File: config.mk
export PLATFORM = sky130hd
export DESIGN_NAME = islemci_cok_cevrim
export DESIGN_NICKNAME = d
export VERILOG_FILES = /design/src/rtl/islemci_cok_cevrim.sv
export SDC_FILE = /design/constraint.sdc
export NUM_CORES = 2
export LEC_CHECK = 0
export CAP_MARGIN = 25
export CORE_AREA = 2 2 431 433
export DETAILED_ROUTE_END_ITERATION = 8
export DIE_AREA = 0 0 433 435
export GPL_TIMING_DRIVEN = 0
export MAX_ROUTING_LAYER = met4
export PLACE_DENSITY = 0.66
export SLEW_MARGIN = 20
export SYNTH_ARGS = -nofsm -noshare
export SYNTH_HDL_FRONTEND = slang
export SYNTH_SLANG_ARGS = --single-unit
File: constraint.sdc
create_clock -name saat -period 10.3 [get_ports saat]
set_clock_uncertainty 0.2 [all_clocks]
set_input_delay 1.03 -clock saat [delete_from_list [all_inputs] [get_ports saat]]
set_output_delay 1.03 -clock saat [all_outputs]
set_load 0.05 [all_outputs]
File: src/rtl/islemci_cok_cevrim.sv
// islemci_cok_cevrim: multi-cycle custom-ISA core with an iterative shift-add multiplier.
// Instructions arrive over a valid/ready handshake; undefined encodings retire as flagged no-ops.
module islemci_cok_cevrim #(
  parameter int XLEN      = 32,
  parameter int CARP_ADIM = 1,
  parameter int BAYT_TERS = 1
) (
  input  logic                saat,
  input  logic                reset,
  input  logic [31:0]         buyruk,
  input  logic                buyruk_gecerli,
  output logic                buyruk_hazir,
  output logic [31:0]         program_sayaci,
  output logic [32*XLEN-1:0]  yazmaclar,
  output logic                emekli,
  output logic                gecersiz_buyruk
);
  localparam int M  = XLEN / CARP_ADIM;
  localparam int SW = $clog2(M + 1);

  localparam logic [2:0] GETIR = 3'd0;
  localparam logic [2:0] COZ   = 3'd1;
  localparam logic [2:0] CARP1 = 3'd2;
  localparam logic [2:0] CARP2 = 3'd3;
  localparam logic [2:0] YAZ   = 3'd4;

  logic [2:0]      durum_reg, durum_next;
  logic [31:0]     buyruk_reg;
  logic [31:0]     pc_reg, pc_next;
  logic [XLEN-1:0] yazmac_reg [32];
  logic [XLEN-1:0] op1_reg, op2_reg;
  logic [XLEN-1:0] carpilan_reg, carpan_reg, birikim_reg, urun1_reg, sonuc_reg;
  logic [SW-1:0]   sayac_reg;
  logic            emekli_reg, emekli_next;
  logic            gecersiz_reg, gecersiz_next;

  logic [31:0] giris_sozcuk;
  generate
    if (BAYT_TERS != 0) begin : g_ters
      assign giris_sozcuk = {buyruk[7:0], buyruk[15:8], buyruk[23:16], buyruk[31:24]};
    end else begin : g_duz
      assign giris_sozcuk = buyruk;
    end
  endgenerate

  // The latched word stays put until retire, so decode is valid in every state.
  logic [6:0] op, f7;
  logic [4:0] rd, rs1, rs2;
  logic [2:0] f3;
  assign op  = buyruk_reg[6:0];
  assign rd  = buyruk_reg[11:7];
  assign f3  = buyruk_reg[14:12];
  assign rs1 = buyruk_reg[19:15];
  assign rs2 = buyruk_reg[24:20];
  assign f7  = buyruk_reg[31:25];

  logic op_ozel, op_dal;
  logic is_kareal, is_carp, is_sifrele, is_tasi, is_bitsay, is_dallan, is_atla;
  logic is_carpma, is_gecersiz;
  assign op_ozel     = (op == 7'b1110111);
  assign op_dal      = (op == 7'b1111111);
  assign is_kareal   = op_ozel && (f3 == 3'b000) && (f7 == 7'b0000000);
  assign is_carp     = op_ozel && (f3 == 3'b001) && (f7 == 7'b1000010);
  assign is_sifrele  = op_ozel && (f3 == 3'b100);
  assign is_tasi     = op_ozel && (f3 == 3'b101);
  assign is_bitsay   = op_ozel && (f3 == 3'b010) && (buyruk_reg[30:20] == 11'b10101010101);
  assign is_dallan   = op_dal && (f3 == 3'b111);
  assign is_atla     = op_dal && (f3 != 3'b111);
  assign is_carpma   = is_kareal || is_carp;
  assign is_gecersiz = !(is_carpma || is_sifrele || is_tasi || is_bitsay || is_dallan || is_atla);

  logic [XLEN-1:0] rs1_deger, rs2_deger;
  assign rs1_deger = (rs1 == 5'd0) ? '0 : yazmac_reg[rs1];
  assign rs2_deger = (rs2 == 5'd0) ? '0 : yazmac_reg[rs2];

  logic [XLEN-1:0] imm_i, imm_z;
  assign imm_i = {{(XLEN-12){buyruk_reg[31]}}, buyruk_reg[31:20]};
  assign imm_z = {{(XLEN-12){1'b0}}, buyruk_reg[31:20]};

  logic [31:0] ofs_b, ofs_j, pc_arti4;
  assign ofs_b    = {{21{buyruk_reg[7]}}, buyruk_reg[7], buyruk_reg[29:25], buyruk_reg[11:8], 1'b0};
  assign ofs_j    = {{10{buyruk_reg[31]}}, buyruk_reg[31], buyruk_reg[19:12], buyruk_reg[20],
                     buyruk_reg[30:21], 2'b00};
  assign pc_arti4 = pc_reg + 32'd4;

  logic [XLEN-1:0] bir_sayisi;
  always_comb begin
    bir_sayisi = '0;
    for (int k = 0; k < XLEN; k++) begin
      bir_sayisi = bir_sayisi + XLEN'(rs1_deger[k]);
    end
  end

  logic dal_alindi;
  always_comb begin
    case (buyruk_reg[31:30])
      2'b01:   dal_alindi = (rs1_deger == rs2_deger);
      2'b10:   dal_alindi = ($signed(rs1_deger) < $signed(rs2_deger));
      2'b11:   dal_alindi = ($signed(rs1_deger) >= $signed(rs2_deger));
      default: dal_alindi = 1'b0;
    endcase
  end

  logic [XLEN-1:0] basit_sonuc;
  logic            basit_yaz;
  always_comb begin
    basit_sonuc = '0;
    basit_yaz   = 1'b0;
    if (is_sifrele) begin
      basit_sonuc = rs1_deger ^ imm_i;
      basit_yaz   = 1'b1;
    end else if (is_tasi) begin
      basit_sonuc = imm_z;
      basit_yaz   = 1'b1;
    end else if (is_bitsay) begin
      basit_sonuc = buyruk_reg[31] ? bir_sayisi : (XLEN'(XLEN) - bir_sayisi);
      basit_yaz   = 1'b1;
    end else if (is_atla) begin
      basit_sonuc = XLEN'(pc_arti4);
      basit_yaz   = 1'b1;
    end
  end

  // One shift-add step: CARP_ADIM low multiplier bits against the shifted multiplicand.
  logic [XLEN-1:0] kismi, birikim_yeni;
  always_comb begin
    kismi = '0;
    for (int k = 0; k < CARP_ADIM; k++) begin
      if (carpan_reg[k]) kismi = kismi + (carpilan_reg << k);
    end
    birikim_yeni = birikim_reg + kismi;
  end

  logic carp_son;
  assign carp_son = (sayac_reg == SW'(M - 1));

  logic            yaz_en;
  logic [XLEN-1:0] yaz_veri;
  always_comb begin
    durum_next    = durum_reg;
    pc_next       = pc_reg;
    yaz_en        = 1'b0;
    yaz_veri      = basit_sonuc;
    emekli_next   = 1'b0;
    gecersiz_next = 1'b0;
    case (durum_reg)
      GETIR: if (buyruk_gecerli) durum_next = COZ;
      COZ: begin
        if (is_carpma) begin
          durum_next = CARP1;
        end else begin
          durum_next    = GETIR;
          emekli_next   = 1'b1;
          gecersiz_next = is_gecersiz;
          yaz_en        = basit_yaz;
          if (is_atla)                       pc_next = pc_reg + ofs_j;
          else if (is_dallan && dal_alindi)  pc_next = pc_reg + ofs_b;
          else                               pc_next = pc_arti4;
        end
      end
      CARP1: if (carp_son) durum_next = is_kareal ? CARP2 : YAZ;
      CARP2: if (carp_son) durum_next = YAZ;
      YAZ: begin
        durum_next  = GETIR;
        emekli_next = 1'b1;
        yaz_en      = 1'b1;
        yaz_veri    = sonuc_reg;
        pc_next     = pc_arti4;
      end
      default: durum_next = GETIR;
    endcase
  end

  always_ff @(posedge saat) begin
    if (reset) begin
      durum_reg    <= GETIR;
      buyruk_reg   <= '0;
      pc_reg       <= '0;
      op1_reg      <= '0;
      op2_reg      <= '0;
      carpilan_reg <= '0;
      carpan_reg   <= '0;
      birikim_reg  <= '0;
      urun1_reg    <= '0;
      sonuc_reg    <= '0;
      sayac_reg    <= '0;
      emekli_reg   <= 1'b0;
      gecersiz_reg <= 1'b0;
    end else begin
      durum_reg    <= durum_next;
      pc_reg       <= pc_next;
      emekli_reg   <= emekli_next;
      gecersiz_reg <= gecersiz_next;
      if (durum_reg == GETIR && buyruk_gecerli) buyruk_reg <= giris_sozcuk;
      case (durum_reg)
        COZ: begin
          op1_reg      <= rs1_deger;
          op2_reg      <= rs2_deger;
          carpilan_reg <= rs1_deger;
          carpan_reg   <= is_kareal ? rs1_deger : rs2_deger;
          birikim_reg  <= '0;
          sayac_reg    <= '0;
        end
        CARP1, CARP2: begin
          carpilan_reg <= carpilan_reg << CARP_ADIM;
          carpan_reg   <= carpan_reg >> CARP_ADIM;
          birikim_reg  <= birikim_yeni;
          sayac_reg    <= sayac_reg + SW'(1);
          if (carp_son) begin
            if (durum_reg == CARP1 && is_kareal) begin
              // First square done; restart the unit on rs2*rs2.
              urun1_reg    <= birikim_yeni;
              carpilan_reg <= op2_reg;
              carpan_reg   <= op2_reg;
              birikim_reg  <= '0;
              sayac_reg    <= '0;
            end else if (durum_reg == CARP1) begin
              sonuc_reg <= birikim_yeni - op1_reg;
            end else begin
              sonuc_reg <= urun1_reg + birikim_yeni;
            end
          end
        end
        default: ;
      endcase
    end
  end

  always_ff @(posedge saat) begin
    if (reset) begin
      for (int i = 0; i < 32; i++) yazmac_reg[i] <= '0;
    end else if (yaz_en && rd != 5'd0) begin
      yazmac_reg[rd] <= yaz_veri;
    end
  end

  generate
    for (genvar gi = 0; gi < 32; gi++) begin : g_duzle
      assign yazmaclar[gi*XLEN +: XLEN] = yazmac_reg[gi];
    end
  endgenerate

  assign buyruk_hazir    = (durum_reg == GETIR);
  assign program_sayaci  = pc_reg;
  assign emekli          = emekli_reg;
  assign gecersiz_buyruk = gecersiz_reg;
endmodule

==> flow_summary.toml <==
[run_status]
status = "finished, violations left"
violations = "setup timing"

[clocking]
cts_tree = "built"
hold_buffers = 0
cts_buffer_depth = 3
cts.clk_slew.worst_paths_ns = 0.06
cts_sinks = 1332
cts-root-buf = "clkbuf_16"
clock_latency_ns = 0.88
numCtsBuffers = 154
cts_htree_levels = 4

[timing]
fin_crit_sh = 1.00
fmax_mhz = 96.6
worst_slack_ns = -0.0470
maxSlewViolCount = 0
finalSetupTns_ns = -0.159
fin_crit_ns = 10.35
setup_viol = 7
timing_hold_violations_final = 0
relSlewSlack = 0.137
tightestPinTransition_ns = 1.29

[placed_design]
portBuffers = 1091
dp_hpwl_um = 357000
dp_slack_ns = -0.865
gp_congestion = 1.11

[logic_synthesis]
yosys.cell_types.count = 83
syn_area_um2 = 74700
synthArstFlopShare = 0
synth_ff_type = "edfxtp_1"
ys_seq_area_frac = 0.494
synth-edff-count = 1024
yosys_register_bits = 1332
ys_warn_count = 0
synthCells = 6271
synth.avg_cell_area_um2 = 11.9

[setup_path]
cp_data_arrival_time_ns = 10.72
cp_common_cell = "fa_1"
end_kind = "flop"
path_class = "flop to flop"
slowest_stage = "clkbuf_2"
start_kind = "flop"
cpLargestDelayFamily = "adder cells"
crit_required_ns = 10.67
crit_fanout = 10
slowest_delay_ns = 0.67
critPathBufInv = 10

[worst_hold_path]
hold_path_class = "flop to flop"

[route]
drtIter0Drc = 13100
drcViolationCount = 0
drt_wl_total_um = 465000
via_per_inst = 6.84
antenna_left = 0
drt_first_pass_iters = 7
wl_per_cell_um = 45.3
vias = 70300

[global_route]
grt_pass1_wl_um = 606000
grt_use_total = 0.501
grt_pass1_vias = 64800
grt_max_degree = 33
overflow = 0
antenna_found_initial = 53

[floorplanning]
num_rows = 158
core_area_um2 = 184000
die_area_um2 = 188000
die_h_um = 435
num_io_pins = 1094
initial_core_util = 0.406
dieWidth_um = 433

[finish]
largest_reg_flops = 1024
syn_to_final_growth_pct = 28.4
nets = 7850
layout_common_cells = "1275 x nor2_1, 1088 x clkdlybuf4s50_1, 1024 x edfxtp_1, 640 x mux4_2, 583 x nand2_1"
layout_commonest_cell = "nor2_1"
drive_gt1_frac = 0.164

[power]
vdd_drop_max_mv = 0.428
p_per_area_nw_per_um2 = 173
power.leakage_nw = 32.6

[job]
max-cap-violations = 0
==> worst paths after layout <==
check             slack (ns)  cells after the start          start            endpoint
setup / recovery       -0.05                     30           flop  yazmac_reg[20][15]
setup reg to reg       -0.05                     30           flop  yazmac_reg[20][15]
hold reg to reg         0.26                      2  buyruk_reg[5]       buyruk_reg[5]
hold / removal          0.26                      2  buyruk_reg[5]       buyruk_reg[5]
==> power breakdown <==
group | internal [W] | leakage (nW) | switching, W | total, W
clock network | 0.00316 | 2.45 | 0.00256 | 0.00572
registers | 0.00596 | 13.1 | 0.000312 | 0.00627
logic | 0.00155 | 17.1 | 0.00306 | 0.00460
==> synthesized netlist by cell type (17+ instances only) <==
| library cell | n | share of area |
|---|---|---|
| a211oi_1 | 55 | 0.0055 |
| a21o_1 | 75 | 0.0075 |
| a21oi_1 | 358 | 0.024 |
| a221oi_1 | 42 | 0.0049 |
| a22oi_1 | 73 | 0.0073 |
| a31oi_1 | 46 | 0.0039 |
| and2_1 | 45 | 0.0038 |
| and3_1 | 18 | 0.0015 |
| buf_1 | 42 | 0.0021 |
| buf_2 | 67 | 0.0045 |
| buf_4 | 96 | 0.0097 |
| clkbuf_1 | 319 | 0.016 |
| dfxtp_1 | 308 | 0.083 |
| edfxtp_1 | 1024 | 0.41 |
| fa_1 | 28 | 0.0075 |
| ha_1 | 165 | 0.028 |
| inv_1 | 126 | 0.0063 |
| mux2i_1 | 73 | 0.0098 |
| mux4_2 | 640 | 0.19 |
| nand2_1 | 615 | 0.031 |
| nand2b_1 | 33 | 0.0028 |
| nand3_1 | 47 | 0.0032 |
| nand4_1 | 33 | 0.0028 |
| nor2_1 | 1295 | 0.065 |
| nor2b_1 | 20 | 0.0017 |
| nor3_1 | 47 | 0.0032 |
| nor4_1 | 17 | 0.0014 |
| o21ai_0 | 95 | 0.0064 |
| o21ai_1 | 18 | 0.0012 |
| o21bai_1 | 18 | 0.0018 |
| or3_1 | 17 | 0.0014 |
| xnor2_1 | 115 | 0.013 |
| xor2_1 | 81 | 0.0095 |
==> metal layers <==
layer  global-route usage  wire length (um)  vias to the layer above
met5                    -                 0                        -
met4                0.416             52400                        0
met3                0.203             69200                     2080
met2                0.684            192000                     7305
met1                0.572            152000                    34800
li1                     -                 -                    26100
==> final cells by class <==
type	instances	area [um2]
fillers	16200	88200
flip-flops and latches	1332	36900
multi-input cells	4309	35300
repair buffers	1164	12100
clock buffers	187	4060
well taps	2480	3100
plain buffers	533	2790
clock inverters	95	1000
inverters	128	480
diodes	45	113
==> logic make-up (layout without fill, tap and decap cells) <==
family,count (synthesis),count (layout),share of synthesized area
compound gates,934,934,0.0805
xor+xnor,197,197,0.0232
fa+ha+maj,193,193,0.0352
buf+inv,662,2107,0.0402
flops,1332,1332,0.494
mux,720,720,0.204
other cells,1,78,0.0000502
simple gates,2232,2232,0.122
==> what timing repair did <==
item	CTS	global route
setup buffers	0	2
resized for setup	34	53
endpoints found under the setup margin	832	851
==> metrics by stage <==
| step | util | total power, W | cells | hold WS (ns) | area, um2 |
|---|---|---|---|---|---|
| after global placement | 0.482 | 0.0106 | 9874 | 0.242 | 88800 |
| after global routing | 0.521 | 0.0168 | 10300 | 0.283 | 95800 |
| after CTS | 0.518 | 0.0163 | 10200 | 0.263 | 95400 |
| after detailed placement | 0.490 | 0.0107 | 9939 | 0.256 | 90200 |
| final | 0.521 | 0.0166 | 10300 | 0.265 | 95800 |
| after floorplan | - | 0.00881 | 6303 | 0.232 | 74800 |
==> worst reg2reg max path: cells and delay by family (launching register included) <==
| family | cells | cell delay [ns] |
|---|---|---|
| DFF | 1 | 0.31 |
| buffers and inverters | 10 | 2.76 |
| and+or+nand+nor | 4 | 1.30 |
| adders and majority gates | 8 | 3.67 |
| AOI/OAI and AO/OA | 5 | 0.91 |
| muxes | 2 | 0.66 |
| xor gates and xnor gates | 1 | 0.27 |
Note: power is estimated with default switching activity, not from simulation.
